[src/rtl/register_scoreboard_pkg.sv]
// -----------------------------------------------------------------------------
// register_scoreboard_pkg
//
// Purpose : shared sizing constants and the data word type for the
//           architectural register file and its busy (reservation) table.
//
// Contents:
//   W_RD  - register-number width
//   W_OPR - operand/data width
//   N_REG - number of architectural registers (1 << W_RD)
//   WORD  - one register data word
//
// Optional feature macro used by the importing files: REGFILE_BYPASS_EN
// -----------------------------------------------------------------------------
package register_scoreboard_pkg;

  localparam int W_RD  = 5;
  localparam int W_OPR = 32;
  localparam int N_REG = 1 << W_RD;

  typedef logic [W_OPR-1:0] WORD;

endpackage : register_scoreboard_pkg

[src/rtl/register_scoreboard_reg_busy_table.sv]
// -----------------------------------------------------------------------------
// reg_busy_table
//
// Purpose : one busy bit per architectural register. Writeback and cancel
//           release a register; a reservation sets it and wins over a release
//           of the same register in the same cycle. Also raises a sticky
//           protocol-error flag.
//
// Ports:
//   clk          in   clock, all updates on the rising edge
//   reset        in   synchronous, active-low reset
//   w_reserve_i  in   reserve register r0_i at this edge
//   r0_i         in   register to reserve
//   wb_i         in   writeback valid (releases wb_r_i)
//   wb_r_i       in   writeback register
//   cancel_i     in   cancel valid (releases cancel_r_i, no data write)
//   cancel_r_i   in   register to release
//   busy_o       out  current busy vector (registered)
//   err_o        out  sticky protocol-error flag
//
// Error sources (any one sets err_o until reset):
//   - writeback or cancel to a register that is not busy
//   - reserve of a register that is busy and not being released this cycle
//   - writeback and cancel naming the same register in one cycle
//
// Configuration macro: REGFILE_BYPASS_EN (not used inside this file; the
// bypass only affects how the top level interprets busy_o).
// -----------------------------------------------------------------------------
module reg_busy_table
  import register_scoreboard_pkg::*;
(
  input  logic             clk,
  input  logic             reset,
  input  logic             w_reserve_i,
  input  logic [W_RD-1:0]  r0_i,
  input  logic             wb_i,
  input  logic [W_RD-1:0]  wb_r_i,
  input  logic             cancel_i,
  input  logic [W_RD-1:0]  cancel_r_i,
  output logic [N_REG-1:0] busy_o,
  output logic             err_o
);

  logic [N_REG-1:0] busy_q;
  logic [N_REG-1:0] busy_d;
  logic             err_q;
  logic             err_d;

  // One-hot decodes of the three update requests.
  logic [N_REG-1:0] wb_hit;
  logic [N_REG-1:0] cancel_hit;
  logic [N_REG-1:0] reserve_hit;
  logic [N_REG-1:0] release_hit;

  genvar gi;
  generate
    for (gi = 0; gi < N_REG; gi++) begin : g_entry
      assign wb_hit[gi]      = wb_i        && (wb_r_i     == W_RD'(gi));
      assign cancel_hit[gi]  = cancel_i    && (cancel_r_i == W_RD'(gi));
      assign reserve_hit[gi] = w_reserve_i && (r0_i       == W_RD'(gi));
      assign release_hit[gi] = wb_hit[gi] | cancel_hit[gi];

      // Reserve has the last word: a register released and re-reserved in
      // the same cycle belongs to the newly issued instruction.
      always_comb begin
        busy_d[gi] = busy_q[gi];
        if (release_hit[gi]) begin
          busy_d[gi] = 1'b0;
        end
        if (reserve_hit[gi]) begin
          busy_d[gi] = 1'b1;
        end
      end
    end
  endgenerate

  logic err_wb_idle;
  logic err_cancel_idle;
  logic err_double_reserve;
  logic err_wb_cancel_same;

  // All error checks look at the busy state before this edge's updates.
  assign err_wb_idle        = wb_i && !busy_q[wb_r_i];
  assign err_cancel_idle    = cancel_i && !busy_q[cancel_r_i];
  assign err_double_reserve = w_reserve_i && busy_q[r0_i] && !release_hit[r0_i];
  assign err_wb_cancel_same = wb_i && cancel_i && (wb_r_i == cancel_r_i);

  assign err_d = err_q | err_wb_idle | err_cancel_idle
               | err_double_reserve | err_wb_cancel_same;

  always_ff @(posedge clk) begin
    if (!reset) begin
      busy_q <= '0;
      err_q  <= 1'b0;
    end else begin
      busy_q <= busy_d;
      err_q  <= err_d;
    end
  end

  assign busy_o = busy_q;
  assign err_o  = err_q;

endmodule : reg_busy_table

[src/rtl/register_scoreboard.sv]
// -----------------------------------------------------------------------------
// register_scoreboard
//
// Purpose : architectural register file plus per-register reservation table,
//           answering decode's operand reads and hazard query and accepting
//           writeback results and cancels. The read path is purely
//           combinational (no pipeline register).
//
// Ports:
//   clk          in   clock, all updates on the rising edge
//   reset        in   synchronous, active-low reset
//   rd_v_i       in   decode holds a valid instruction
//   r0_i         in   destination / first source register
//   r1_i         in   second source register
//   r_opr0_o     out  value of r0_i
//   r_opr1_o     out  value of r1_i
//   reserved_o   out  hazard: r0_i or r1_i has a pending write
//   w_reserve_i  in   reserve r0_i at this edge
//   wb_i         in   writeback valid
//   wb_r_i       in   writeback register
//   wb_data_i    in   writeback data
//   cancel_i     in   release a reservation without writing
//   cancel_r_i   in   register to release
//   err_o        out  sticky protocol-error flag
//
// Configuration macro: REGFILE_BYPASS_EN
//   defined   - a writeback is forwarded to the read ports and releases the
//               hazard in the same cycle (cancel is never forwarded)
//   undefined - reads see array contents only; the hazard clears the cycle
//               after the writeback edge
// -----------------------------------------------------------------------------
module register_scoreboard
  import register_scoreboard_pkg::*;
(
  input  logic              clk,
  input  logic              reset,
  input  logic              rd_v_i,
  input  logic [W_RD-1:0]   r0_i,
  input  logic [W_RD-1:0]   r1_i,
  output logic [W_OPR-1:0]  r_opr0_o,
  output logic [W_OPR-1:0]  r_opr1_o,
  output logic              reserved_o,
  input  logic              w_reserve_i,
  input  logic              wb_i,
  input  logic [W_RD-1:0]   wb_r_i,
  input  logic [W_OPR-1:0]  wb_data_i,
  input  logic              cancel_i,
  input  logic [W_RD-1:0]   cancel_r_i,
  output logic              err_o
);

  // ---------------------------------------------------------------------------
  // Data array. Every entry is cleared by reset, so it is kept in flops
  // rather than block RAM; the read ports are asynchronous.
  // ---------------------------------------------------------------------------
  WORD reg_q [N_REG];

  always_ff @(posedge clk) begin
    if (!reset) begin
      for (int i = 0; i < N_REG; i++) begin
        reg_q[i] <= '0;
      end
    end else if (wb_i) begin
      // Data is written even when the writeback is a protocol error.
      reg_q[wb_r_i] <= wb_data_i;
    end
  end

  // ---------------------------------------------------------------------------
  // Reservation table
  // ---------------------------------------------------------------------------
  logic [N_REG-1:0] busy;

  reg_busy_table u_busy_table (
    .clk         (clk),
    .reset       (reset),
    .w_reserve_i (w_reserve_i),
    .r0_i        (r0_i),
    .wb_i        (wb_i),
    .wb_r_i      (wb_r_i),
    .cancel_i    (cancel_i),
    .cancel_r_i  (cancel_r_i),
    .busy_o      (busy),
    .err_o       (err_o)
  );

  // ---------------------------------------------------------------------------
  // Bypass: forwarding select per read port and the busy bits released early.
  // ---------------------------------------------------------------------------
  logic             byp0;
  logic             byp1;
  logic [N_REG-1:0] wb_release;

`ifdef REGFILE_BYPASS_EN
  assign byp0 = wb_i && (wb_r_i == r0_i);
  assign byp1 = wb_i && (wb_r_i == r1_i);

  genvar gi;
  generate
    for (gi = 0; gi < N_REG; gi++) begin : g_release
      assign wb_release[gi] = wb_i && (wb_r_i == W_RD'(gi));
    end
  endgenerate
`else
  assign byp0       = 1'b0;
  assign byp1       = 1'b0;
  assign wb_release = '0;
`endif

  logic [N_REG-1:0] busy_eff;
  assign busy_eff = busy & ~wb_release;

  assign r_opr0_o = byp0 ? wb_data_i : reg_q[r0_i];
  assign r_opr1_o = byp1 ? wb_data_i : reg_q[r1_i];

  // Both fields are always checked, even for forms that ignore r1_i; a busy
  // destination also stalls, keeping at most one write in flight per register.
  assign reserved_o = rd_v_i & (busy_eff[r0_i] | busy_eff[r1_i]);

endmodule : register_scoreboard

[config.mk]
export PLATFORM = sky130hd
export DESIGN_NAME = register_scoreboard
export DESIGN_NICKNAME = d
export VERILOG_FILES = /design/src/rtl/register_scoreboard_pkg.sv /design/src/rtl/register_scoreboard_reg_busy_table.sv /design/src/rtl/register_scoreboard.sv
export SDC_FILE = /design/constraint.sdc
export NUM_CORES = 2
export LEC_CHECK = 0
export BUFFER_PORTS_ARGS = -buffer_cell sky130_fd_sc_hd__buf_2
export CAP_MARGIN = 30
export CORE_MARGIN = 10
export CORE_UTILIZATION = 60
export CTS_CLUSTER_DIAMETER = 50
export DETAILED_ROUTE_END_ITERATION = 10
export PLACE_DENSITY = 0.77
export SYNTH_ARGS = -nofsm -noshare
export SYNTH_HDL_FRONTEND = slang
export SYNTH_SLANG_ARGS = --single-unit
export TNS_END_PERCENT = 30
[constraint.sdc]
create_clock -name clk -period 5.4 [get_ports clk]
set_input_delay 0.54 -clock clk [delete_from_list [all_inputs] [get_ports clk]]
set_output_delay 0.54 -clock clk [all_outputs]
set_load 0.01 [all_outputs]
Word level (Yosys, flattened, before mapping)
Memory sizes are Yosys's and may differ from the RTL's.
Cells that the tools add are included.
{ "word_totals": {"ff_bits": 33, "ram_bits": 1024, "input_bits": 58, "output_inout_bits": 66, "wordCells": 392, "memories": 1} }
{ "op_classes": {"magnitude_cmp": 4, "eq_ne": 94, "n_mux": 81, "bitwise_logic": 38, "reduce_logical": 141} }
{ "mem_list": {"columns": ["name", "words", "width", "read_ports", "rd_clocked_by_memory_dff", "write_ports", "line", "text"], "rows": [
  ["reg_q", 32, 32, 2, 0, 32, "register_scoreboard.sv:56", "WORD reg_q [N_REG];"]
]} }
{ "ops": {"columns": ["operator", "count"], "rows": [
  ["$eq 5x5->1 const B", 48],
  ["$eq 5x4->1 const B", 24],
  ["$logic_and 1x1->1", 102],
  ["$mux 1", 74],
  ["$reduce_bool 2->1", 32],
  ["$eq 5x3->1 const B", 12],
  ["$or 1x1->1", 37],
  ["$mux 32", 1],
  ["$reduce_or 32->1", 1],
  ["$eq 5x2->1 const B", 6],
  ["$bmux 1 s5", 5],
  ["$lt 5x6->1 const B", 4],
  ["$eq 5x1->1 const B", 3],
  ["$logic_not 5->1", 3],
  ["$eq 5x5->1", 1],
  ["$mux 5", 1],
  ["$logic_not 1->1", 3],
  ["$and 1x1->1", 1]
]} }

Logic depth before layout (Yosys ltp)
{ "depth": {"depth_word": 9, "mapped_depth": 9, "ltp_nobuf": 6} }

Cells and area by module
Synthesis repeated with hierarchy kept, for this count alone.
{ "hier_totals": {"cells_unflattened": 3569, "hier_area_um2": 57889.3} }
{ "by_module_without_submodules": {"columns": ["mod", "instances", "cells_each", "area_per_inst_um2"], "rows": [
  ["register_scoreboard", 1, 3243, 54716.2],
  ["reg_busy_table", 1, 326, 3173.0]
]} }

Worst setup path after synthesis
No wires, ideal clock.
{ "synth_path": {"kind": "in2reg", "from": "input wb_r_i[4]", "to": "memory reg_q[0][0] in the netlist's numbering, enable pin", "arrival_time_ns": 3.796, "required_time_ns": 4.934, "slack_ns": 1.138, "path_stages": 4, "path_cell_list": "clkbuf_1 > or4b_2 > buf_2 > o21ai_0"} }
{ "synth_rtl": {"columns": ["element", "line", "text"], "rows": [
  ["start: declaration", "register_scoreboard.sv:45", "input logic [W_RD-1:0] wb_r_i,"],
  ["end: declaration", "register_scoreboard.sv:56", null]
]} }

Worst setup path in the final report
{ "layout_path": {"from": "input r0_i[0]", "to": "output r_opr0_o[14]"} }
{ "layout_between": {"elab_chain_len": 1} }
{ "layout_rtl": {"columns": ["element", "line", "text"], "rows": [
  ["start: declaration", "register_scoreboard.sv:38", "input logic [W_RD-1:0] r0_i,"],
  ["$mem_v2 32x32", null, null],
  ["end: declaration", "register_scoreboard.sv:40", "output logic [W_OPR-1:0] r_opr0_o,"]
]} }
No other way between the ends.

==> flow_summary.json <==
{
  "critPathMaxStageDelay_ns": 0.61,
  "cts_sinks": 1057,
  "num_rows": 113,
  "avgSynthCellArea_um2": 16.2,
  "min_period_ns": 3.97,
  "avgRoutedWirePerCell_um": 38.1,
  "vias": 36367,
  "synth_area_leader_cell": "edfxtp_1",
  "io_pins": 124,
  "yosysSeqAreaShare_pct": 54.7,
  "die-area_um2": 108000,
  "hold_path.class": "in2reg",
  "drive_above_1_share_pct": 34.2,
  "fill_cells": 6268,
  "synth-seq-cells": 1057,
  "crit_path_top_delay_cell": "buf_8",
  "slew_headroom_pct": 28.4,
  "cp.required_ns": 4.86,
  "p_total_mw": 20.1,
  "finalSetupTns_ns": 0,
  "crit_path_frequent_cell": "mux4_2",
  "synthTopCellsByArea": "edfxtp_1, mux4_2, and2_1, clkbuf_1, mux2_2",
  "synthesis.nets": 3603,
  "synth_area_um2": 57400,
  "overflow": 0,
  "drv_cap": 0,
  "gp_congestion": 0.940,
  "max_freq_ghz": 0.252,
  "synth_top_area_share_pct": 53.6,
  "async_flop_share_pct": 0,
  "grt_usage_pct": 34.4,
  "tightest_slew_ns": 1.07,
  "core_area_um2": 95000,
  "drv_slew": 0,
  "io_buffers": 123,
  "path_class": "in2out",
  "fp.dieH_um": 329,
  "tritoncts.num_buffers": 114,
  "initial_utilization_pct": 60.4,
  "drc": 0,
  "setup-violations-final": 0,
  "routed_wl_mm": 186,
  "power.density_nw_per_um2": 315,
  "area_growth_pct": 11.0,
  "hold_viol_final": 0,
  "arrival_ns": 3.43,
  "cts_hold_buffers": 0,
  "yosys_warnings": 0,
  "grt_pass1_vias": 36766,
  "cts_tree": "done",
  "ys_types": 56,
  "first_pass_iters": 5,
  "final_area_um2": 63700,
  "cts_root_buffer": "clkbuf_16",
  "synth-main-ff-cell": "edfxtp_1",
  "rsz0062_at_grt": "no",
  "die_w_um": 329,
  "cts.repair.resized": 0,
  "grt_antenna_before_repair": 21,
  "whs_ns": 0.244,
  "clk_pin_slew_ns": 0.06,
  "layout.nets": 3565,
  "cts_setup_buffers": 0,
  "grt_pass1_wl_mm": 265,
  "cp-end-kind": "primary output",
  "vias_per_cell": 7.47,
  "cts.htree.levels": 3,
  "ir_drop_uv": 308,
  "clock_path_buffers": 3,
  "grt_max_degree": 104,
  "final_cell_mix": "and2_1, edfxtp_1, mux4_2",
  "worstPathCellList": "buf_8, buf_12, mux4_2, mux4_2, mux2_2, buf_2",
  "status": "finished clean",
  "layout_commonest_cell": "and2_1",
  "place_hpwl_mm": 110,
  "synth_edf_count": 1024,
  "clkLatencyLatePin_ns": 0.71,
  "ant_nets": 0,
  "finalCritPeriodShare_pct": 73.6,
  "clock_skew_ns": 0.0355,
  "drt_iter0_drc": 6002,
  "syn_inst": 3545,
  "cp-start-kind": "primary input",
  "leakagePower_nw": 21.3,
  "dpl_cell_area_um2": 59900,
  "path_max_fanout": 71
}
## synth_stat cells (9+ instances only)
| cell | n |
|---|---|
| a21oi_1 | 24 |
| a22oi_1 | 9 |
| and2_1 | 1028 |
| buf_1 | 25 |
| buf_2 | 88 |
| buf_4 | 18 |
| clkbuf_1 | 267 |
| dfxtp_1 | 33 |
| edfxtp_1 | 1024 |
| mux2_2 | 67 |
| mux4_2 | 676 |
| nand2_1 | 46 |
| nor2_1 | 50 |
| nor3_1 | 9 |
| o21ai_0 | 31 |
| o221ai_1 | 31 |
| o22ai_1 | 18 |
## where the power goes
part / total [mW] / leakage, nW / internal [mW] / switching [mW]
sequential: 9.68 / 10.0 / 9.44 / 0.238
clock: 7.84 / 1.80 / 4.47 / 3.37
combinational: 2.58 / 9.50 / 1.16 / 1.41
## worst max-delay path, delay by kind of cell
kind | cells | cell delay, ns
muxes | 3 | 1.46
buffers and inverters | 3 | 1.25
## per-layer routing
| layer | vias to the layer above | global-route usage, % | share of wire [%] | routed length [um] |
|---|---|---|---|---|
| met3 | 684 | 12.5 | 16 | 29800 |
| met4 | 16 | 16.2 | 5.4 | 10000 |
| li1 | 13804 | - | - | - |
| met2 | 3358 | 51.8 | 46 | 85200 |
| met5 | - | 0 | 0.053 | 99 |
| met1 | 18505 | 44.8 | 33 | 60600 |
## layout make-up
type / instances / area (um2) / area share (%)
repair buffers: 248 / 2140 / 3.36
inverters: 8 / 30.0 / 0.0471
well taps: 1265 / 1580 / 2.48
flip-flops and latches: 1057 / 31400 / 49.3
clock inverters: 73 / 764 / 1.20
clock buffers: 132 / 2960 / 4.65
multi-input cells: 2078 / 24800 / 38.9
diodes: 7 / 17.5 / 0.0275
## through the flow
step                utilization [%]  std cells  setup slack (ns)
floorplan                         -       3545              1.14
global route                   67.0       4864              1.30
detailed placement             63.0       4651              1.41
global placement               62.8       4642              1.45
CTS                            66.9       4856              1.41
finish                         67.1       4868              1.43
## final timing paths
| path | start | to | slack [ns] | cells past startpoint |
|---|---|---|---|---|
| worst max register to register | u_busy_table.busy_o[22] | u_busy_table.err_o | 3.20 | 6 |
| worst min-delay path | reset | u_busy_table.err_o | 0.24 | 2 |
| worst min register to register | u_busy_table.busy_o[13] | u_busy_table.busy_o[13] | 0.53 | 2 |
| worst max-delay path | r0_i[0] | r_opr0_o[14] | 1.43 | 6 |
## flip-flops by register name, indices dropped and copies added, names as in the netlist
signal and count:
reg_q 1024, u_busy_table.busy_o 32, u_busy_table.err_o 1
## logic make-up after synthesis
logic type | Yosys count | synth area share, %
and+or+nand+nor | 1182 | 12.5
AOI/OAI and AO/OA | 144 | 1.73
muxes | 747 | 27.9
xor gates and xnor gates | 5 | 0.0763
buffers and inverters | 410 | 3.04
DFF | 1057 | 54.7
(Power assumes the default switching activity.)
